<file path="config.mk">
export PLATFORM = sky130hd
export DESIGN_NAME = keypad_scanner
export DESIGN_NICKNAME = d
export VERILOG_FILES = /design/src/rtl/keypad_scanner.sv
export SDC_FILE = /design/constraint.sdc
export NUM_CORES = 1
export LEC_CHECK = 0
export ABC_AREA = 1
export BUFFER_PORTS_ARGS = -buffer_cell sky130_fd_sc_hd__buf_2
export CAP_MARGIN = 20
export CORE_MARGIN = 4
export CORE_UTILIZATION = 40
export CTS_CLUSTER_SIZE = 25
export DETAILED_ROUTE_END_ITERATION = 10
export GPL_TIMING_DRIVEN = 0
export PLACE_DENSITY_LB_ADDON = 0.25
export SLEW_MARGIN = 30
export SYNTH_ARGS = -nofsm -noshare
export SYNTH_HDL_FRONTEND = slang
export SYNTH_SLANG_ARGS = --single-unit
</file>
<file path="constraint.sdc">
create_clock -name clock -period 8 [get_ports clock]
set_clock_uncertainty 0.05 [all_clocks]
set_input_delay 1.2 -clock clock [delete_from_list [all_inputs] [get_ports clock]]
set_output_delay 1.2 -clock clock [all_outputs]
set_load 0.03 [all_outputs]
</file>
<file path="src/rtl/keypad_scanner.sv">
// 4x4 active-low matrix keypad scanner: column drive, row synchroniser, per-frame
// debounce FSM and keymap producing one dig/op/bksp strobe per accepted press.
module keypad_scanner #(
    parameter int unsigned SCAN_DIV = 1000,
    parameter int unsigned DEBOUNCE = 4
) (
    input  logic       clock,
    input  logic       reset_n,
    input  logic [3:0] row_in,
    output logic [3:0] col_out,
    output logic       key_dig,
    output logic       key_op,
    output logic       key_bksp,
    output logic [3:0] key_value,
    output logic       key_held
);

    localparam int unsigned DW_W  = (SCAN_DIV > 1) ? $clog2(SCAN_DIV) : 1;
    localparam int unsigned CNT_W = $clog2(DEBOUNCE + 1);
    localparam bit          ONE_SHOT = (DEBOUNCE == 1);

    typedef enum logic [1:0] {
        S_IDLE    = 2'd0,
        S_DEB     = 2'd1,
        S_PRESSED = 2'd2
    } state_e;

    logic [3:0]       row_s1_q, row_s2_q;
    logic [DW_W-1:0]  dwell_q;
    logic [1:0]       col_q;
    logic [3:0]       col_out_q;
    logic [1:0]       frm_cnt_q;
    logic [3:0]       frm_idx_q;
    state_e           state_q, state_d;
    logic [CNT_W-1:0] cnt_q, cnt_d;
    logic [3:0]       cand_q, cand_d;
    logic             dig_q, dig_d, op_q, op_d, bksp_q, bksp_d, held_q, held_d;
    logic [3:0]       value_q, value_d;

    logic             dwell_last_c, frame_end_c, accept_c;
    logic [1:0]       smp_cnt_c, tot_cnt_c;
    logic [3:0]       smp_idx_c, tot_idx_c, code_c;
    logic [2:0]       tot_sum_c;
    logic             single_c, none_c;

    function automatic logic [3:0] keymap(input logic [3:0] idx);
        case (idx)
            4'd0:    keymap = 4'd1;
            4'd1:    keymap = 4'd2;
            4'd2:    keymap = 4'd3;
            4'd3:    keymap = 4'hA;
            4'd4:    keymap = 4'd4;
            4'd5:    keymap = 4'd5;
            4'd6:    keymap = 4'd6;
            4'd7:    keymap = 4'hB;
            4'd8:    keymap = 4'd7;
            4'd9:    keymap = 4'd8;
            4'd10:   keymap = 4'd9;
            4'd11:   keymap = 4'hC;
            4'd12:   keymap = 4'hF;
            4'd13:   keymap = 4'd0;
            4'd14:   keymap = 4'hE;
            default: keymap = 4'hD;
        endcase
    endfunction

    // Two-flop synchroniser for the asynchronous row returns
    always_ff @(posedge clock or negedge reset_n) begin
        if (!reset_n) begin
            row_s1_q <= 4'hF;
            row_s2_q <= 4'hF;
        end else begin
            row_s1_q <= row_in;
            row_s2_q <= row_s1_q;
        end
    end

    assign dwell_last_c = (dwell_q == DW_W'(SCAN_DIV - 1));
    assign frame_end_c  = dwell_last_c && (col_q == 2'd3);

    always_ff @(posedge clock or negedge reset_n) begin
        if (!reset_n) begin
            dwell_q   <= '0;
            col_q     <= 2'd0;
            col_out_q <= 4'b1110;
        end else if (dwell_last_c) begin
            dwell_q   <= '0;
            col_q     <= col_q + 2'd1;
            col_out_q <= {col_out_q[2:0], col_out_q[3]};
        end else begin
            dwell_q   <= dwell_q + DW_W'(1);
        end
    end

    // Low-row count (saturating at 2) and key index for the current column sample
    always_comb begin
        smp_cnt_c = 2'd0;
        smp_idx_c = 4'd0;
        for (int r = 0; r < 4; r++) begin
            if (!row_s2_q[r]) begin
                if (smp_cnt_c != 2'd2) smp_cnt_c = smp_cnt_c + 2'd1;
                smp_idx_c = {2'(r), col_q};
            end
        end
    end

    assign tot_sum_c = 3'(frm_cnt_q) + 3'(smp_cnt_c);
    assign tot_cnt_c = (tot_sum_c >= 3'd2) ? 2'd2 : tot_sum_c[1:0];
    assign tot_idx_c = (smp_cnt_c != 2'd0) ? smp_idx_c : frm_idx_q;
    assign single_c  = (tot_cnt_c == 2'd1);
    assign none_c    = (tot_cnt_c == 2'd0);
    assign code_c    = keymap(tot_idx_c);

    always_ff @(posedge clock or negedge reset_n) begin
        if (!reset_n) begin
            frm_cnt_q <= 2'd0;
            frm_idx_q <= 4'd0;
        end else if (frame_end_c) begin
            frm_cnt_q <= 2'd0;
            frm_idx_q <= 4'd0;
        end else if (dwell_last_c) begin
            frm_cnt_q <= tot_cnt_c;
            frm_idx_q <= tot_idx_c;
        end
    end

    always_ff @(posedge clock or negedge reset_n) begin
        if (!reset_n) begin
            state_q <= S_IDLE;
            cnt_q   <= '0;
            cand_q  <= 4'd0;
        end else begin
            state_q <= state_d;
            cnt_q   <= cnt_d;
            cand_q  <= cand_d;
        end
    end

    // Next state: one decision per frame end; cnt_q doubles as the release counter
    always_comb begin
        state_d  = state_q;
        cnt_d    = cnt_q;
        cand_d   = cand_q;
        accept_c = 1'b0;
        if (frame_end_c) begin
            case (state_q)
                S_IDLE: begin
                    if (single_c) begin
                        cand_d = tot_idx_c;
                        if (ONE_SHOT) begin
                            accept_c = 1'b1;
                            state_d  = S_PRESSED;
                            cnt_d    = '0;
                        end else begin
                            cnt_d   = CNT_W'(1);
                            state_d = S_DEB;
                        end
                    end
                end
                S_DEB: begin
                    if (single_c && (tot_idx_c == cand_q)) begin
                        if (cnt_q + CNT_W'(1) == CNT_W'(DEBOUNCE)) begin
                            accept_c = 1'b1;
                            state_d  = S_PRESSED;
                            cnt_d    = '0;
                        end else begin
                            cnt_d = cnt_q + CNT_W'(1);
                        end
                    end else if (single_c) begin
                        cand_d = tot_idx_c;
                        cnt_d  = CNT_W'(1);
                    end else begin
                        state_d = S_IDLE;
                        cnt_d   = '0;
                    end
                end
                S_PRESSED: begin
                    if (!none_c) begin
                        cnt_d = '0;
                    end else if (cnt_q + CNT_W'(1) == CNT_W'(DEBOUNCE)) begin
                        state_d = S_IDLE;
                        cnt_d   = '0;
                    end else begin
                        cnt_d = cnt_q + CNT_W'(1);
                    end
                end
                default: begin
                    state_d = S_IDLE;
                    cnt_d   = '0;
                end
            endcase
        end
    end

    // Output decode: backspace raises dig as well so the control block sees it as an entry
    always_comb begin
        dig_d   = 1'b0;
        op_d    = 1'b0;
        bksp_d  = 1'b0;
        value_d = value_q;
        held_d  = (state_d == S_PRESSED);
        if (accept_c) begin
            value_d = code_c;
            if (code_c == 4'hF) begin
                bksp_d = 1'b1;
                dig_d  = 1'b1;
            end else if (code_c >= 4'hA) begin
                op_d = 1'b1;
            end else begin
                dig_d = 1'b1;
            end
        end
    end

    always_ff @(posedge clock or negedge reset_n) begin
        if (!reset_n) begin
            dig_q   <= 1'b0;
            op_q    <= 1'b0;
            bksp_q  <= 1'b0;
            held_q  <= 1'b0;
            value_q <= 4'd0;
        end else begin
            dig_q   <= dig_d;
            op_q    <= op_d;
            bksp_q  <= bksp_d;
            held_q  <= held_d;
            value_q <= value_d;
        end
    end

    assign col_out   = col_out_q;
    assign key_dig   = dig_q;
    assign key_op    = op_q;
    assign key_bksp  = bksp_q;
    assign key_value = value_q;
    assign key_held  = held_q;

endmodule
</file>
==> results.yml <==
finish:
  mostFrequentLayoutCells: "nand2_1, inv_1, dfrtp_1"
  multiInputGateArea_um2: 1190
  syn_to_final_growth_pct: 11.6
  post-route-util_pct: 47.1
  diodes: 0
  num-fill-cells: 559
  regArea_um2: 1190
  final_common_cell: "nand2_1"
  nets: 352
  fin_cells: 407
  stdcell_area_um2: 2850
  drive_above_1_share_pct: 17.2
worst_setup_path:
  crit_path_end: "cand_q[3]$_DFFE_PN0P_"
  r2r_end: "cand_q[3]$_DFFE_PN0P_"
  crit_path_max_fanout: 9
  cp-end-kind: "flip-flop"
  worstSetupStartpointType: "flip-flop"
  crit_path_start: "row_s2_q[0]$_DFF_PN1_"
  cp.arrival_ns: 3.63
  r2r-start: "row_s2_q[0]$_DFF_PN1_"
  path_class: "flip-flop to flip-flop"
  cp.required_ns: 8.13
  r2r_cells: 18
  reg2reg_setup_slack_ns: 4.50
worst_hold_path:
  hp-start: "row_s1_q[3]$_DFF_PN1_"
  worstHoldPathCells: 0
  hp-class: "flip-flop to flip-flop"
timing:
  worstMarginPinSlew_ns: 0.761
  fmax_ghz: 0.285
  slew_headroom_pct: 48.9
  slew_violations: 0
  rsz0062_at_grt: "false"
  final.period_utilization_pct: 43.8
  setup_viol: 0
  finalSetupTns_ns: 0
  hold_viol: 0
  fin_crit_ns: 3.50
placement:
  postPlaceCellArea_um2: 2740
  dp_hpwl_um: 3500
  placement.io_buffers: 17
  placed_cells: 399
  gp_congestion: 0.776
detailed_routing:
  drtIter0Drc: 119
  viasPerCell: 4.92
  wirelength_um: 4860
  vias: 2003
  drtPass1Iterations: 4
  ant_nets: 0
  post_drt_wl_per_cell_um: 11.9
  drc: 0
clocking:
  cts_buffers: 5
  clk_pin_slew_ns: 0.09
  hold_buffers: 0
  postCtsSetupBuffers: 0
  cts_tree: "built"
  clock-sinks: 47
  clockRootBuffer: "clkbuf_8"
  clock_path_buffers: 2
  htreeDepth: 2
  clock_latency_ns: 0.30
  post_cts_resized: 0
synth:
  ys_types: 38
  yosys_warnings: 0
  synth_area_um2: 2560
  syn-num-nets: 328
  ys_ff_latch: 47
  yosysSeqAreaShare_pct: 46.5
  syn_area_per_cell_um2: 8.33
  netlist_instances: 307
power_and_ir_drop:
  clkPwrFrac_pct: 37.4
  peakVddDrop_uv: 93.0
  switching_share_pct: 25.7
  switchingPower_uw: 120
  power.density_nw_per_um2: 163
  intPower_uw: 347
  p_leak_uw: 0.00152
  p_comb_share_pct: 10.5
  p_seq_share_pct: 52.1
die:
  fp.dieH_um: 87.9
  num_io_pins: 18
  die_width_um: 87.9
  initial_core_util_pct: 42.2
  die_area_um2: 7730
  num_rows: 28
  coreArea_um2: 6060
run_status:
  status: "complete, no violations"
grt:
  grt_pass1_wl_um: 8790
  first_global_vias: 1922
  grt.overflow.total: 0
  antenna_found_initial: 0
  grt_use_total_pct: 14.6
  grt_max_degree: 48
flow_run:
  maxCapViolCount: 0
## critical path: stages, from the launching register on
cell,delay (ns)
dfstp_2,0.56
inv_1,0.05
ha_1,0.28
nand2_1,0.10
and2_1,0.13
ha_1,0.13
or2_1,0.13
nand2_4,0.10
inv_1,0.07
ha_1,0.14
inv_1,0.05
fa_1,0.48
nand2_1,0.09
nor2_1,0.13
inv_1,0.11
nor4_1,0.39
nand2_2,0.22
nand2_1,0.10
o21ai_0,0.08
## kinds of logic after synthesis
| kind of cell | share of synthesized area [%] |
|---|---|
| and+or+nand+nor | 31.1 |
| DFF | 46.5 |
| buffers and inverters | 6.90 |
| AOI/OAI and AO/OA | 6.75 |
| adders and majority gates | 7.64 |
| xor gates and xnor gates | 1.03 |
## how the worst min path moves through the flow
stage                     slack (ns)                     to
final                           0.31  row_s2_q[3]$_DFF_PN1_
after global routing            0.32  row_s2_q[3]$_DFF_PN1_
after CTS                       0.31  row_s2_q[1]$_DFF_PN1_
after detailed placement        0.30  row_s2_q[1]$_DFF_PN1_
after global placement          0.30  row_s2_q[2]$_DFF_PN1_
after floorplan                 0.30  row_s2_q[0]$_DFF_PN1_
## state kept, by name, summed over array words and instances, names as in the netlist
register	flops
frm_idx_q	4
key_op	1
cnt_q	3
row_s1_q	4
row_s2_q	4
col_q	2
key_dig	1
key_value	4
col_out	4
state_q	2
cand_q	4
key_held	1
frm_cnt_q	2
dwell_q	10
key_bksp	1
## per-layer routing
layer	GRT usage (%)	wire (um)	part of all wire, %
met4	5.86	73	1.5
met5	0	0	0
met1	18.9	2340	48
met3	3.01	182	3.7
met2	23.9	2260	47
## power groups by stage
stage / Clock, uW / Sequential, uW / Combinational, uW
after global routing: 193 / 243 / 56.4
after floorplan: 0 / 247 / 35.5
after detailed placement: 0 / 247 / 49.4
after CTS: 180 / 243 / 49.7
after global placement: 0 / 247 / 48.4
final: 175 / 243 / 49.1
## synth_stat cells
cell type  number  area, um^2
nor3_1          5        25.0
a22oi_1         1        7.51
a21oi_1         4        20.0
o22ai_1         3        18.8
or2_2           1        6.26
o21bai_1        1        7.51
nand3_4         1        17.5
nor2_1         23        86.3
nand2_2         8        50.1
a21oi_2         1        8.76
o21ai_1         1        5.00
dfstp_2        11         289
o21ai_0        13        65.1
clkbuf_1        2        7.51
inv_1          40         150
inv_2           1        3.75
buf_4           2        15.0
nand2_4         3        33.8
nand3b_1        1        7.51
a2bb2oi_1       1        8.76
nor2_2          1        6.26
and3_1          2        12.5
o211ai_1        1        7.51
o21a_1          2        15.0
dfrtp_1        36         901
nand4_1        11        68.8
nor2_4          1        11.3
nand3_2         2        20.0
xnor2_1         2        17.5
ha_1           14         175
or2_1           2        12.5
and2_1          1        6.26
a221oi_1        1        8.76
fa_1            1        20.0
nand3_1        21         105
nand2_1        82         308
xor2_1          1        8.76
nor4_1          3        18.8
## stage by stage
stage / total power [uW] / hold slack [ns] / setup WS, ns
2_1_floorplan: 283 / 0.295 / 4.86
3_3_place_gp: 296 / 0.296 / 4.54
3_5_place_dp: 297 / 0.297 / 4.52
4_1_cts: 472 / 0.310 / 4.49
5_1_grt: 493 / 0.317 / 4.21
6_report: 466 / 0.310 / 4.50
## final cells by class
type                    count  share of cell area [%]
plain buffers               4                   0.789
clock buffers               7                    3.77
clock inverters             1                   0.307
inverters                  41                    5.39
multi-input cells         215                    41.7
flip-flops and latches     47                    41.7
well taps                  75                    3.29
repair buffers             17                    3.07
Note: power is estimated with default switching activity, not from simulation.
